$ cat src/rtl/wb_cmd_master.sv
// Wishbone pipelined single-beat command master: one command in, one bus cycle, one response out.
// Define WB_CMD_MASTER_RETRY_EN to retry on rty (up to MAX_RETRY times) instead of treating it as err.
module wb_cmd_master #(
  parameter int WB_BUS_WIDTH   = 16,
  parameter int WB_ADDR_WIDTH  = 32,
  parameter int TIMEOUT_CYCLES = 255,
  parameter int MAX_RETRY      = 3,
  localparam int WB_SEL        = WB_BUS_WIDTH / 8
) (
  input  logic                     wb_clk_i,
  input  logic                     wb_reset_n_i,
  input  logic                     cmd_valid_i,
  output logic                     cmd_ready_o,
  input  logic                     cmd_we_i,
  input  logic [WB_ADDR_WIDTH-1:0] cmd_addr_i,
  input  logic [WB_BUS_WIDTH-1:0]  cmd_data_i,
  input  logic [WB_SEL-1:0]        cmd_sel_i,
  output logic                     rsp_valid_o,
  input  logic                     rsp_ready_i,
  output logic [WB_BUS_WIDTH-1:0]  rsp_data_o,
  output logic                     rsp_err_o,
  output logic                     rsp_timeout_o,
  output logic                     wb_cyc_o,
  output logic                     wb_stb_o,
  output logic                     wb_we_o,
  output logic [WB_ADDR_WIDTH-1:0] wb_addr_o,
  output logic [WB_BUS_WIDTH-1:0]  wb_data_o,
  output logic [WB_SEL-1:0]        wb_sel_o,
  output logic                     wb_lock_o,
  input  logic [WB_BUS_WIDTH-1:0]  wb_data_i,
  input  logic                     wb_ack_i,
  input  logic                     wb_err_i,
  input  logic                     wb_rty_i,
  input  logic                     wb_stall_i
);

  // S_GAP is the one-cycle cyc-low pause between a rty and the re-issued request.
  typedef enum logic [2:0] {
    S_IDLE = 3'd0,
    S_REQ  = 3'd1,
    S_WAIT = 3'd2,
    S_RESP = 3'd3,
    S_GAP  = 3'd4
  } state_t;

  state_t state_q, state_d;
  state_t rty_next;

  logic                     we_q, we_d;
  logic [WB_ADDR_WIDTH-1:0] addr_q, addr_d;
  logic [WB_BUS_WIDTH-1:0]  data_q, data_d;
  logic [WB_SEL-1:0]        sel_q, sel_d;
  logic [WB_BUS_WIDTH-1:0]  rdata_q, rdata_d;
  logic                     err_q, err_d;
  logic                     to_q, to_d;
  logic [15:0]              tcnt_q, tcnt_d;
  logic                     expired;

  // tcnt_q counts cycles already spent with cyc high in this attempt
  assign expired = (tcnt_q == 16'(TIMEOUT_CYCLES - 1));

`ifdef WB_CMD_MASTER_RETRY_EN
  localparam int RW = $clog2(MAX_RETRY + 1) + 1;
  logic [RW-1:0] retry_q, retry_d;
  logic          retry_exhausted;

  assign retry_exhausted = (retry_q == RW'(MAX_RETRY));
  assign rty_next        = retry_exhausted ? S_RESP : S_GAP;

  always_ff @(posedge wb_clk_i or negedge wb_reset_n_i) begin
    if (!wb_reset_n_i) retry_q <= '0;
    else               retry_q <= retry_d;
  end
`else
  assign rty_next = S_RESP;
`endif

  always_ff @(posedge wb_clk_i or negedge wb_reset_n_i) begin
    if (!wb_reset_n_i) state_q <= S_IDLE;
    else               state_q <= state_d;
  end

  always_comb begin
    state_d = state_q;
    case (state_q)
      S_IDLE: if (cmd_valid_i) state_d = S_REQ;
      S_REQ, S_WAIT: begin
        if (wb_err_i)                              state_d = S_RESP;
        else if (wb_rty_i)                         state_d = rty_next;
        else if (wb_ack_i || expired)              state_d = S_RESP;
        else if (state_q == S_REQ && !wb_stall_i)  state_d = S_WAIT;
      end
      S_GAP:  state_d = S_REQ;
      S_RESP: if (rsp_ready_i) state_d = S_IDLE;
      default: state_d = S_IDLE;
    endcase
  end

  always_comb begin
    cmd_ready_o = wb_reset_n_i && (state_q == S_IDLE);
    rsp_valid_o = (state_q == S_RESP);
    wb_cyc_o    = (state_q == S_REQ) || (state_q == S_WAIT);
    wb_stb_o    = (state_q == S_REQ);
  end

  always_ff @(posedge wb_clk_i or negedge wb_reset_n_i) begin
    if (!wb_reset_n_i) begin
      we_q    <= 1'b0;
      addr_q  <= '0;
      data_q  <= '0;
      sel_q   <= '0;
      rdata_q <= '0;
      err_q   <= 1'b0;
      to_q    <= 1'b0;
      tcnt_q  <= '0;
    end else begin
      we_q    <= we_d;
      addr_q  <= addr_d;
      data_q  <= data_d;
      sel_q   <= sel_d;
      rdata_q <= rdata_d;
      err_q   <= err_d;
      to_q    <= to_d;
      tcnt_q  <= tcnt_d;
    end
  end

  always_comb begin
    we_d    = we_q;
    addr_d  = addr_q;
    data_d  = data_q;
    sel_d   = sel_q;
    rdata_d = rdata_q;
    err_d   = err_q;
    to_d    = to_q;
    tcnt_d  = tcnt_q;
`ifdef WB_CMD_MASTER_RETRY_EN
    retry_d = retry_q;
`endif
    case (state_q)
      S_IDLE: begin
        if (cmd_valid_i) begin
          we_d    = cmd_we_i;
          addr_d  = cmd_addr_i;
          data_d  = cmd_data_i;
          sel_d   = cmd_sel_i;
          rdata_d = '0;
          err_d   = 1'b0;
          to_d    = 1'b0;
          tcnt_d  = '0;
`ifdef WB_CMD_MASTER_RETRY_EN
          retry_d = '0;
`endif
        end
      end
      S_REQ, S_WAIT: begin
        tcnt_d = tcnt_q + 16'd1;
        if (wb_err_i) begin
          err_d   = 1'b1;
          rdata_d = '0;
        end else if (wb_rty_i) begin
`ifdef WB_CMD_MASTER_RETRY_EN
          if (retry_exhausted) begin
            err_d   = 1'b1;
            rdata_d = '0;
          end else begin
            retry_d = retry_q + 1'b1;
          end
`else
          err_d   = 1'b1;
          rdata_d = '0;
`endif
        end else if (wb_ack_i) begin
          err_d   = 1'b0;
          rdata_d = we_q ? '0 : wb_data_i;
        end else if (expired) begin
          err_d   = 1'b1;
          to_d    = 1'b1;
          rdata_d = '0;
        end
      end
      S_GAP: tcnt_d = '0;
      default: ;
    endcase
  end

  assign wb_we_o       = we_q;
  assign wb_addr_o     = addr_q;
  assign wb_data_o     = data_q;
  assign wb_sel_o      = sel_q;
  assign wb_lock_o     = 1'b0;
  assign rsp_data_o    = rdata_q;
  assign rsp_err_o     = err_q;
  assign rsp_timeout_o = to_q;

endmodule

$ cat config.mk
export PLATFORM = sky130hd
export DESIGN_NAME = wb_cmd_master
export DESIGN_NICKNAME = d
export VERILOG_FILES = /design/src/rtl/wb_cmd_master.sv
export SDC_FILE = /design/constraint.sdc
export NUM_CORES = 1
export LEC_CHECK = 0
export BUFFER_PORTS_ARGS = -buffer_cell sky130_fd_sc_hd__buf_2
export CORE_MARGIN = 1
export CORE_UTILIZATION = 34
export CTS_CLUSTER_SIZE = 20
export DETAILED_ROUTE_END_ITERATION = 7
export SYNTH_ARGS = -nofsm -noshare
export SYNTH_HDL_FRONTEND = slang
export SYNTH_SLANG_ARGS = --single-unit
$ cat constraint.sdc
create_clock -name wb_clk_i -period 1.8 [get_ports wb_clk_i]
set_input_delay 0.36 -clock wb_clk_i [delete_from_list [all_inputs] [get_ports wb_clk_i]]
set_output_delay 0.36 -clock wb_clk_i [all_outputs]
set_load 0.01 [all_outputs]
==> Word level (Yosys, flattened, before mapping) <==
Cells that the tools add are included.
{ "totals": {"ff_bits": 88, "in_bits": 75, "output_inout_bits": 74, "word_cells": 62} }
{ "op_classes": {"addsub": 1, "n_eq_ne": 13, "mux": 25, "n_reduce_logical": 14} }
{ "ops": {"columns": ["cell", "n"], "rows": [
  ["$mux 16", 6],
  ["$pmux 16 s3", 1],
  ["$pmux 16 s2", 1],
  ["$mux 3", 6],
  ["$add 16x1->16 const B", 1],
  ["$eq 16x8->1 const B", 1],
  ["$pmux 3 s4", 1],
  ["$ne 2x2->1 const B", 5],
  ["$ne 5x5->1 const B", 2],
  ["$mux 1", 8],
  ["$eq 3x2->1 const B", 2],
  ["$reduce_and 3->1", 2],
  ["$reduce_and 6->1", 1],
  ["$pmux 1 s2", 2],
  ["$reduce_and 2->1", 2],
  ["$eq 3x1->1 const B", 1],
  ["$eq 3x3->1 const B", 1],
  ["$logic_not 3->1", 1],
  ["$reduce_bool 3->1", 1],
  ["$logic_and 1x1->1", 2],
  ["$logic_or 1x1->1", 2],
  ["$ne 2x1->1 const B", 1],
  ["$reduce_bool 2->1", 1],
  ["$reduce_or 2->1", 1],
  ["$logic_not 1->1", 1]
]} }

==> Logic depth before layout (Yosys ltp) <==
Gate-level depths: netlist of run 1.
{ "depth": {"ltp_word": 7, "ltp_mapped": 7, "ltp_nobuf": 6} }

==> Worst setup path after synthesis of run 1 <==
Ideal clock, no wire load.
{ "synth_path": {"path_type": "reg-to-reg", "startpoint": "register state_q[0]", "endpoint": "register rdata_q[10], in the netlist rsp_data_o[10]", "setup_time_ns": 0.065, "arrival_ns": 1.971, "required_ns": 1.735, "slack_ns": -0.236, "stages_incl_launch_ff": 8, "path_buffers": 1, "cell_sequence": "dfrtp_1 inv_1 ha_1 inv_1 o21a_1 nor4_4 buf_2 a22o_1"} }
{ "synth_between": {"elab_chain_len": 4, "elab_cells_between_ends": 9, "cone_classes": "4 x eq/ne; 1 x mux; 4 x reduce/logical"} }
{ "synth_lines": {"columns": ["element", "line_no", "rtl"], "rows": [
  ["start, declared", "46", "state_t state_q, state_d;"],
  ["start signal, assigned", "80", "else state_q <= state_d;"],
  ["$eq 3x1->1 or $eq 3x2->1 (tied branches)", "140", "case (state_q)"],
  ["$reduce_or 2->1", "140", null],
  ["$ne 5x5->1 (no source line) or $reduce_bool 2->1 (tied branches)", null, null],
  ["$reduce_and 3->1 (no source line)", null, null],
  ["end signal, assigned", "121", "rdata_q <= rdata_d;"],
  ["end, declared", "53", "logic [WB_BUS_WIDTH-1:0] rdata_q, rdata_d;"]
]} }
Several ways; a longest one is shown, not always the timed one.
A chain may end at the register's enable or synchronous reset.

==> Worst setup path in the final report of run 1 <==
{ "layout_path": {"startpoint": "register state_q[0]", "endpoint": "register tcnt_q[12]"} }
{ "layout_between": {"elab_chain_len": 4, "elab_cells_between_ends": 9, "cone_classes": "4 x eq/ne; 1 x mux; 4 x reduce/logical"} }
{ "layout_lines": {"columns": ["element", "line_no", "rtl"], "rows": [
  ["$eq 3x1->1 or $eq 3x2->1 (tied branches)", "140", null],
  ["$reduce_or 2->1", "140", null],
  ["$reduce_bool 3->1 (no source line)", null, null],
  ["$reduce_and 2->1 (no source line)", null, null],
  ["end signal, assigned", "124", "tcnt_q <= tcnt_d;"],
  ["end, declared", "56", "logic [15:0] tcnt_q, tcnt_d;"]
]} }
Several ways; a longest one is shown, not always the timed one.

==> results of run 1 <==
sequential cells by signal, indices dropped and copies added, names as in the netlist:
register,cells
wb_we_o,1
wb_data_o,16
tcnt_q,16
wb_addr_o,32
rsp_data_o,16
rsp_err_o,1
state_q,2
rsp_timeout_o,1
wb_sel_o,2
cells by family (layout without fill, tap and decap cells):
| family | count (synthesis) | count (layout) | synth area share |
|---|---|---|---|
| buffers and inverters | 18 | 211 | 0.0223 |
| AND/OR/NAND/NOR | 61 | 61 | 0.101 |
| adder cells (fa/ha/maj) | 5 | 5 | 0.0172 |
| multiplexers | 51 | 51 | 0.158 |
| flip-flops | 87 | 87 | 0.598 |
| other | 1 | 1 | 0.00103 |
| AO/OA/AOI/OAI | 46 | 46 | 0.0910 |
| XOR/XNOR | 5 | 5 | 0.0120 |
per-layer routing:
metal,up-vias,share of wire,GRT usage,wire length (um)
li1,1370,-,-,-
met1,1418,0.43,0.202,3660
met2,85,0.50,0.267,4280
met3,9,0.066,0.0544,564
met4,0,0.011,0.0506,96
met5,-,0,0,0
cell usage in the layout, fill, tap and decap left out, types with 2 or more instances in the layout:
master,synthesis,final
nor4_4,2,2
inv_2,0,2
nand3_1,7,5
a21oi_2,0,2
nand3_4,0,2
mux2_2,51,51
buf_4,1,36
clkbuf_1,6,2
buf_2,2,145
a21oi_1,8,6
inv_1,7,5
ha_4,0,2
or4_1,6,4
buf_12,0,3
xor2_1,3,3
clkinv_2,0,3
o31ai_1,7,6
or3_4,0,3
clkbuf_8,0,10
dfrtp_1,87,87
nand4_1,4,4
xnor2_1,2,2
nor4_1,3,3
buf_6,1,4
o21ai_0,8,7
or4_4,0,2
a22o_1,16,16
and3_1,2,2
nor2b_4,1,2
ha_1,5,2
nand2b_1,4,4
nor2_1,12,12
nor3_1,3,3
nand2_1,8,7
worst max-delay path: stages, from the launching register on:
cell     delay (ns)
dfrtp_1        0.42
inv_2          0.06
ha_4           0.18
nor2b_4        0.13
or3_4          0.36
or4_4          0.43
a21oi_2        0.15
layout make-up:
class,count,share of cell area
flip-flops and latches,87,0.422
multi-input cells,169,0.289
repair buffers,188,0.214
well taps,136,0.0330
clock buffers,12,0.0281
clock inverters,4,0.00874
inverters,7,0.00510
power by group through the flow:
stage / clock, W / combinational (W) / sequential (W)
after global placement: 0 / 0.00327 / 0.00304
after CTS: 0.00138 / 0.00342 / 0.00304
final: 0.00132 / 0.00362 / 0.00303
after global routing: 0.00147 / 0.00393 / 0.00312
after floorplan: 0 / 0.00162 / 0.00338
after detailed placement: 0 / 0.00333 / 0.00306
repair_timing:
item / 4_1_cts / 5_1_grt
pin swaps: 2 / 4
endpoints found under the setup margin: 21 / 59
resized for setup: 4 / 16
buffers inserted: 5 / 5
how the worst min path moves through the flow:
stage | from | to | slack, ns | cells after the start
final | wb_reset_n_i | wb_data_o[15] | 0.07 | 2
after global routing | wb_reset_n_i | wb_data_o[5] | 0.08 | 2
after CTS | wb_reset_n_i | state_q[1] | 0.07 | 2
after detailed placement | wb_reset_n_i | wb_data_o[15] | 0.46 | 2
after global placement | wb_reset_n_i | wb_data_o[15] | 0.46 | 2
after floorplan | wb_reset_n_i | rsp_data_o[0] | 0.06 | 0
per-stage QoR:
step	power (W)	instance area (um2)
final	0.00797	5160
after global routing	0.00852	5160
after CTS	0.00784	5030
after detailed placement	0.00639	4770
after global placement	0.00630	4770
after floorplan	0.00500	3670
==> run metrics, run 1 <==
Flop pwr share 0.381; fin. max-slew vios 0; Post-Syn Area about 3600 um2; Clk pin slew, worst setup/hold paths about 0.080 ns; DRC viols 0; CP Launch Type flip-flop; core area between 10000 and 15000 um2; worst reg2reg setup slack 0.009 ns; Req. time, crit path about 2.1 ns; via count around 2900; achievable frequency 558 MHz; fin crit share 0.995; Die Ht roughly 110 um; multi-input logic area about 1500 um2; TritonCTS clock tree built; Layout Utilization 0.497; number of max-cap violations 0; Routed Antenna Nets 0; Clk network pwr share 0.166; area grow syn2layout 41.5%; RSZ-0062 raised after global routing true; root buf cell clkbuf_8; wire per inst around 14 um; drt via density about 4.8; first-iteration detailed-routing DRC count 88; crit path time final between 1.5 and 2 ns; fraction of the yosys area taken by sequential cells 0.598; Synth Area per Inst 13.3 um2; Reg-to-Reg End tcnt_q[12]; Final nets between 500 and 600; worst slack, placed -0.328 ns; top area cells in the synthesized netlist dfrtp_1 (60%), mux2_2 (16%), a22o_1 (3.8%); global placement routability congestion between 0.7 and 0.8; Async S/R FF share, synth 1.00; final worst slack 0.00897 ns; nature of the critical path endpoint flip-flop; Worst-Skew Late Latency about 0.34 ns; most frequent cell after synthesis dfrtp_1; fillers between 900 and 1000; vias in the first global route approximately 3000; Max Root-Sink Buffers 2; global-route wire length before repair around 14 mm; final setup vio count 0; sw power between 0.002 and 0.003 W; leading area contributor after synthesis dfrtp_1; global route overflow 0; Total Routed Length approximately 8.6 mm; PortBufs 147; hold_ws about 0.066 ns; layout cells sized above 1 0.589; Synth Flop Type dfrtp_1; dpl cells approximately 580; Syn Inst Count 274; final count of hold timing violations 0; reg2reg path depth 6; Critical Path End tcnt_q[12]; die area between 10000 and 15000 um2; skew final 0.00983 ns; Post-Syn Nets 354; row count 37; Combinational Power Share 0.454; P_leak approximately 2.5 nW; CTS sink cnt 87; largest net degree at the start of global routing a little under 90; Ant. Diodes 0; crit path max fanout 5; Setup TNS 0 ns; VDD IR max about 0.72 mV; initial antenna violation count 0; initial core utilization 0.351; IO Count 149; Reg-to-Reg Start state_q[0]; number of synthesized flops with an enable pin 0; Crit Path Class flip-flop to flip-flop; Worst Hold Class primary input to async pin; sw frac 0.352; Final Non-Filler Cells ~600; Arr. time, crit path just over 2 ns; Die W between 100 and 150 um; Synth top cells by count dfrtp_1 (87), mux2_2 (51), a22o_1 (16); Internal around 0.0052 W; Cell variety after synth 40; Yosys reg bits a little under 90; overall routing resource usage 0.162; synth warn 0; number of buffers created by CTS 9; power per cell area 1550 nW/um2; status complete, no violations; Post-CTS Hold Buffers 0; H-tree levels 3; FF/Latch Area roughly 2200 um2; top-area cell type share of the netlist area 0.598; first drt pass iteration count 4; Final HPWL DP slightly above 6 mm; worst setup path start state_q[0]
No activity file was read; power rests on OpenSTA's default activity.
==> inputs of run 2 (changes only) <==
REMOVE_ABC_BUFFERS = 1   (was unset)
==> run metrics, run 2 (same netlist as run 1, synthesis figures left out) <==
status complete, but fails checks; failing checks setup timing; commonest non-fill, non-tap cell in the layout buf_2; fin crit share 1.02; global route overflow 0; Clk pin slew, worst setup/hold paths 0.10 ns; TritonCTS clock tree built; Die W approximately 110 um; Pwr Total approximately 0.0084 W; via count 2901; drt via density ~4.8; nature of the critical path endpoint flip-flop; H-tree levels 3; global-route wire length before repair between 10 and 15 mm; most frequent cells in the layout buf_2 (145), dfrtp_1 (87), mux2_2 (51); die area between 10000 and 15000 um2; hold_ws roughly 0.06 ns; initial core utilization 0.351; DRC viols 0; final setup vio count 18; Final HPWL DP between 6 and 7 mm; Max Root-Sink Buffers 2; first drt pass iteration count 4; achievable frequency around 550 MHz; VDD IR max 0.659 mV; crit path time final 1.83 ns; Worst-Skew Late Latency ~0.36 ns; core area roughly 10000 um2; initial antenna violation count 0; final count of hold timing violations 0; CTS sink cnt 87; PortBufs about 150; Die Ht approximately 110 um; number of max-cap violations 0; cell area after layout about 5200 um2; Total Routed Length ~8.9 mm; Placed Area 4790 um2; Post-CTS Hold Buffers 0; gr busiest metal met2; met1 GRT Util 0.191; P_leak between 2 and 3 nW; Setup TNS -0.357 ns; worst reg2reg setup slack -0.03 ns; overall routing resource usage 0.162; root buf cell clkbuf_8; max reg flops 32; global placement routability congestion roughly 0.76; largest net degree at the start of global routing 88; Arr. time, crit path ~2.1 ns; wire per inst approximately 15 um; Req. time, crit path between 2 and 2.5 ns; layout cells sized above 1 0.595; Routed Antenna Nets 0; skew final ~0.011 ns; area grow syn2layout 43.6%; Final nets 545; Crit Path Class flip-flop to flip-flop; number of buffers created by CTS 9; fillers just under 1000; row count 37; Worst Hold Class primary input to async pin; vias in the first global route 3000; IO Count ~150; worst slack, placed -0.314 ns; fin. max-slew vios 0; first-iteration detailed-routing DRC count 157; grt met2 use 0.272; crit path max fanout 5; CP Launch Type flip-flop; met3 GRT Util 0.0408; RSZ-0062 raised after global routing true; final worst slack -0.0313 ns; Ant. Diodes 0; power per cell area around 1600 nW/um2
[run 2: cell types whose count changed in the layout (fill, tap and decap cells not counted), sizes merged]
cell | previous run | this run
inv | 7 | 9
buf | 188 | 190
clkbuf | 12 | 11
bufinv | 1 | 2
clkinv | 3 | 1
[run 2: layer usage]
metal,share of wire,up-vias
met1,0.41,1418
met4,0.033,0
met3,0.043,23
met5,0,-
li1,-,1372
met2,0.51,88
[run 2: critical path: stages, from the launching register on]
cell and delay [ns]:
dfrtp_1 0.40, inv_2 0.06, ha_4 0.16, nor2b_4 0.12, or3_4 0.36, or4_1 0.53, a21oi_2 0.13
[run 2: stage by stage]
| step | util | cells |
|---|---|---|
| CTS | 0.491 | 597 |
| global placement | 0.462 | 580 |
| floorplan | - | 263 |
| global route | 0.505 | 605 |
| finish | 0.505 | 605 |
| detailed placement | 0.462 | 580 |
[run 2: final timing paths]
| kind | start | to | cells after the start |
|---|---|---|---|
| worst max-delay path | state_q[0] | tcnt_q[14] | 6 |
| worst min-delay path | wb_reset_n_i | wb_addr_o[7] | 2 |
| worst max register to register | state_q[0] | tcnt_q[14] | 6 |
| worst min register to register | wb_addr_o[22] | wb_addr_o[22] | 1 |
| max in group asynchronous | wb_reset_n_i | rsp_data_o[1] | 2 |
| min in group wb_clk_i | wb_data_i[0] | rsp_data_o[0] | 2 |
[run 2: layout make-up]
type / instances / area, um2 / area share
sequential: 87 / 2180 / 0.416
clock buffer: 10 / 138 / 0.0263
inverter: 7 / 28.8 / 0.00550
timing repair buffer: 191 / 1150 / 0.220
tap: 136 / 170 / 0.0325
multi-input combinational: 169 / 1480 / 0.282
clock inverter: 5 / 88.8 / 0.0170
[run 2: timing repair]
action / 4_1_cts / 5_1_grt
pin swaps: 5 / 4
setup endpoints to repair: 25 / 26
cloned: 0 / 1
setup buffers: 2 / 7
resized for setup: 14 / 11
hold endpoints to repair: 0 / 0
[run 2: report_power, final]
| part | internal [W] | switching, W |
|---|---|---|
| clock network | 0.000830 | 0.000743 |
| registers | 0.00267 | 0.000369 |
| logic | 0.00194 | 0.00183 |
| total | 0.00543 | 0.00295 |
==> inputs of run 3 (changes only) <==
CORE_UTILIZATION = 40   (was 34)
PLACE_DENSITY = 0.71   (was unset)
==> run metrics, run 3 (same netlist as run 1, synthesis figures left out) <==
achievable frequency approximately 550 MHz; Slew HR 0.660; Total Routed Length about 8.8 mm; fin crit share 1.01; CP Cell Sequence inv_2 > ha_4 > nor2b_4 > or3_4 > or4_4 > a21oi_2; final count of hold timing violations 0; final setup vio count 2; first drt pass iteration count 4; drt via density between 5 and 6; Ant. Diodes 0; number of max-cap violations 0; fin. max-slew vios 0; slowest stage delay, CP roughly 0.52 ns; DRC viols 0; Clk network pwr share 0.159; Worst Hold Class primary input to async pin; most frequent cells in the layout buf_2 (146), dfrtp_1 (87), mux2_2 (51); global-route wire length before repair between 10 and 15 mm; P_leak between 2 and 3 nW; power per cell area roughly 1600 nW/um2; Die Ht about 97 um; CTS sink cnt between 80 and 90; sw power 0.00302 W; vias in the first global route ~3000; die area about 9500 um2; Final HPWL DP between 6 and 7 mm; Req. time, crit path 2.08 ns; global placement routability congestion between 0.7 and 0.8; Final nets between 500 and 600; Arr. time, crit path roughly 2.1 ns; number of buffers created by CTS 9; via count ~2900; Worst path slowest cell or4_4; VDD IR max around 0.73 mV; Pwr Total ~0.008 W; TritonCTS clock tree built; global route overflow 0; Crit Path Class flip-flop to flip-flop; Clk pin slew, worst setup/hold paths 0.09 ns; largest net degree at the start of global routing roughly 90; root buf cell clkbuf_8; skew final roughly 0.013 ns; Die W between 90 and 100 um; final worst slack -0.0235 ns; Flop pwr share 0.373; crit path time final 1.82 ns; Internal slightly above 0.005 W; Max Root-Sink Buffers 2; RSZ-0062 raised after global routing true; sw frac 0.371; area grow syn2layout 41.7%; max reg flops 32; failing checks setup timing; status complete, but fails checks; Worst-Margin Slew 0.506 ns; fillers around 740; commonest non-fill, non-tap cell in the layout buf_2; PortBufs around 150; core area ~8800 um2; first-iteration detailed-routing DRC count 95; row count 34; CP Launch Type flip-flop; nature of the critical path endpoint flip-flop; wire per inst around 15 um; Layout Utilization 0.589; H-tree levels 3; overall routing resource usage 0.189; layout cells sized above 1 0.609; Post-CTS Hold Buffers 0; IO Count 149; crit path max fanout 4; Combinational Power Share 0.467; initial core utilization 0.416; initial antenna violation count 0; Routed Antenna Nets 0; Worst-Skew Late Latency 0.35 ns
[run 3: area by class of cell]
type	instances	area (um2)	area share
sequential	87	2180	0.422
multi-input combinational	169	1500	0.291
timing repair buffer	192	1130	0.219
tap	108	135	0.0262
clock buffer	9	124	0.0240
clock inverter	7	65.1	0.0126
inverter	7	28.8	0.00558
[run 3: stage by stage]
stage	setup slack, ns	hold WS, ns	area, um2	setup TNS (ns)	std cells
final	-0.0235	0.0227	5160	-0.0326	579
after global routing	-0.0673	0.0875	5160	-0.826	579
after CTS	-0.0245	0.0646	5060	-0.0290	573
after detailed placement	-0.301	0.459	4760	-4.82	554
after global placement	-0.186	0.458	4760	-3.06	554
after floorplan	-1.03	0.0644	3590	-45.23	263
[run 3: path summary, 6_finish.rpt]
kind	startpoint	to	slack, ns	depth (start not counted)
setup / recovery	state_q[0]	tcnt_q[14]	-0.02	6
hold / removal	wb_reset_n_i	tcnt_q[14]	0.02	2
setup reg to reg	state_q[0]	tcnt_q[14]	-0.02	6
hold reg to reg	wb_addr_o[2]	wb_addr_o[2]	0.50	1
max in group asynchronous	wb_reset_n_i	rsp_data_o[13]	1.38	2
min in group wb_clk_i	wb_data_i[10]	rsp_data_o[10]	0.23	2
[run 3: worst max-delay path, delay by kind of cell (launching register included)]
family	cells	cell delay [ns]
simple gates	3	0.99
flops	1	0.41
fa+ha+maj	1	0.16
compound gates	1	0.13
buf+inv	1	0.07
[run 3: power by group through the flow]
stage / sequential (W) / clock (W) / combinational (W)
4_1_cts: 0.00304 / 0.00135 / 0.00352
2_1_floorplan: 0.00337 / 0 / 0.00150
3_5_place_dp: 0.00306 / 0 / 0.00330
5_1_grt: 0.00313 / 0.00143 / 0.00409
3_3_place_gp: 0.00301 / 0 / 0.00322
6_report: 0.00304 / 0.00130 / 0.00380
[run 3: per-layer routing]
metal	GRT usage	part of all wire	vias to the layer above
met5	0	0	-
met4	0.0611	0.015	0
met3	0.0547	0.055	11
met2	0.315	0.51	89
met1	0.237	0.42	1460
li1	-	-	1378
[run 3: timing repair]
| item | 4_1_cts | 5_1_grt |
|---|---|---|
| pin swaps | 5 | 11 |
| resized for setup | 17 | 16 |
| setup endpoints to repair | 24 | 32 |
| gates cloned | 0 | 0 |
| setup buffers | 4 | 6 |
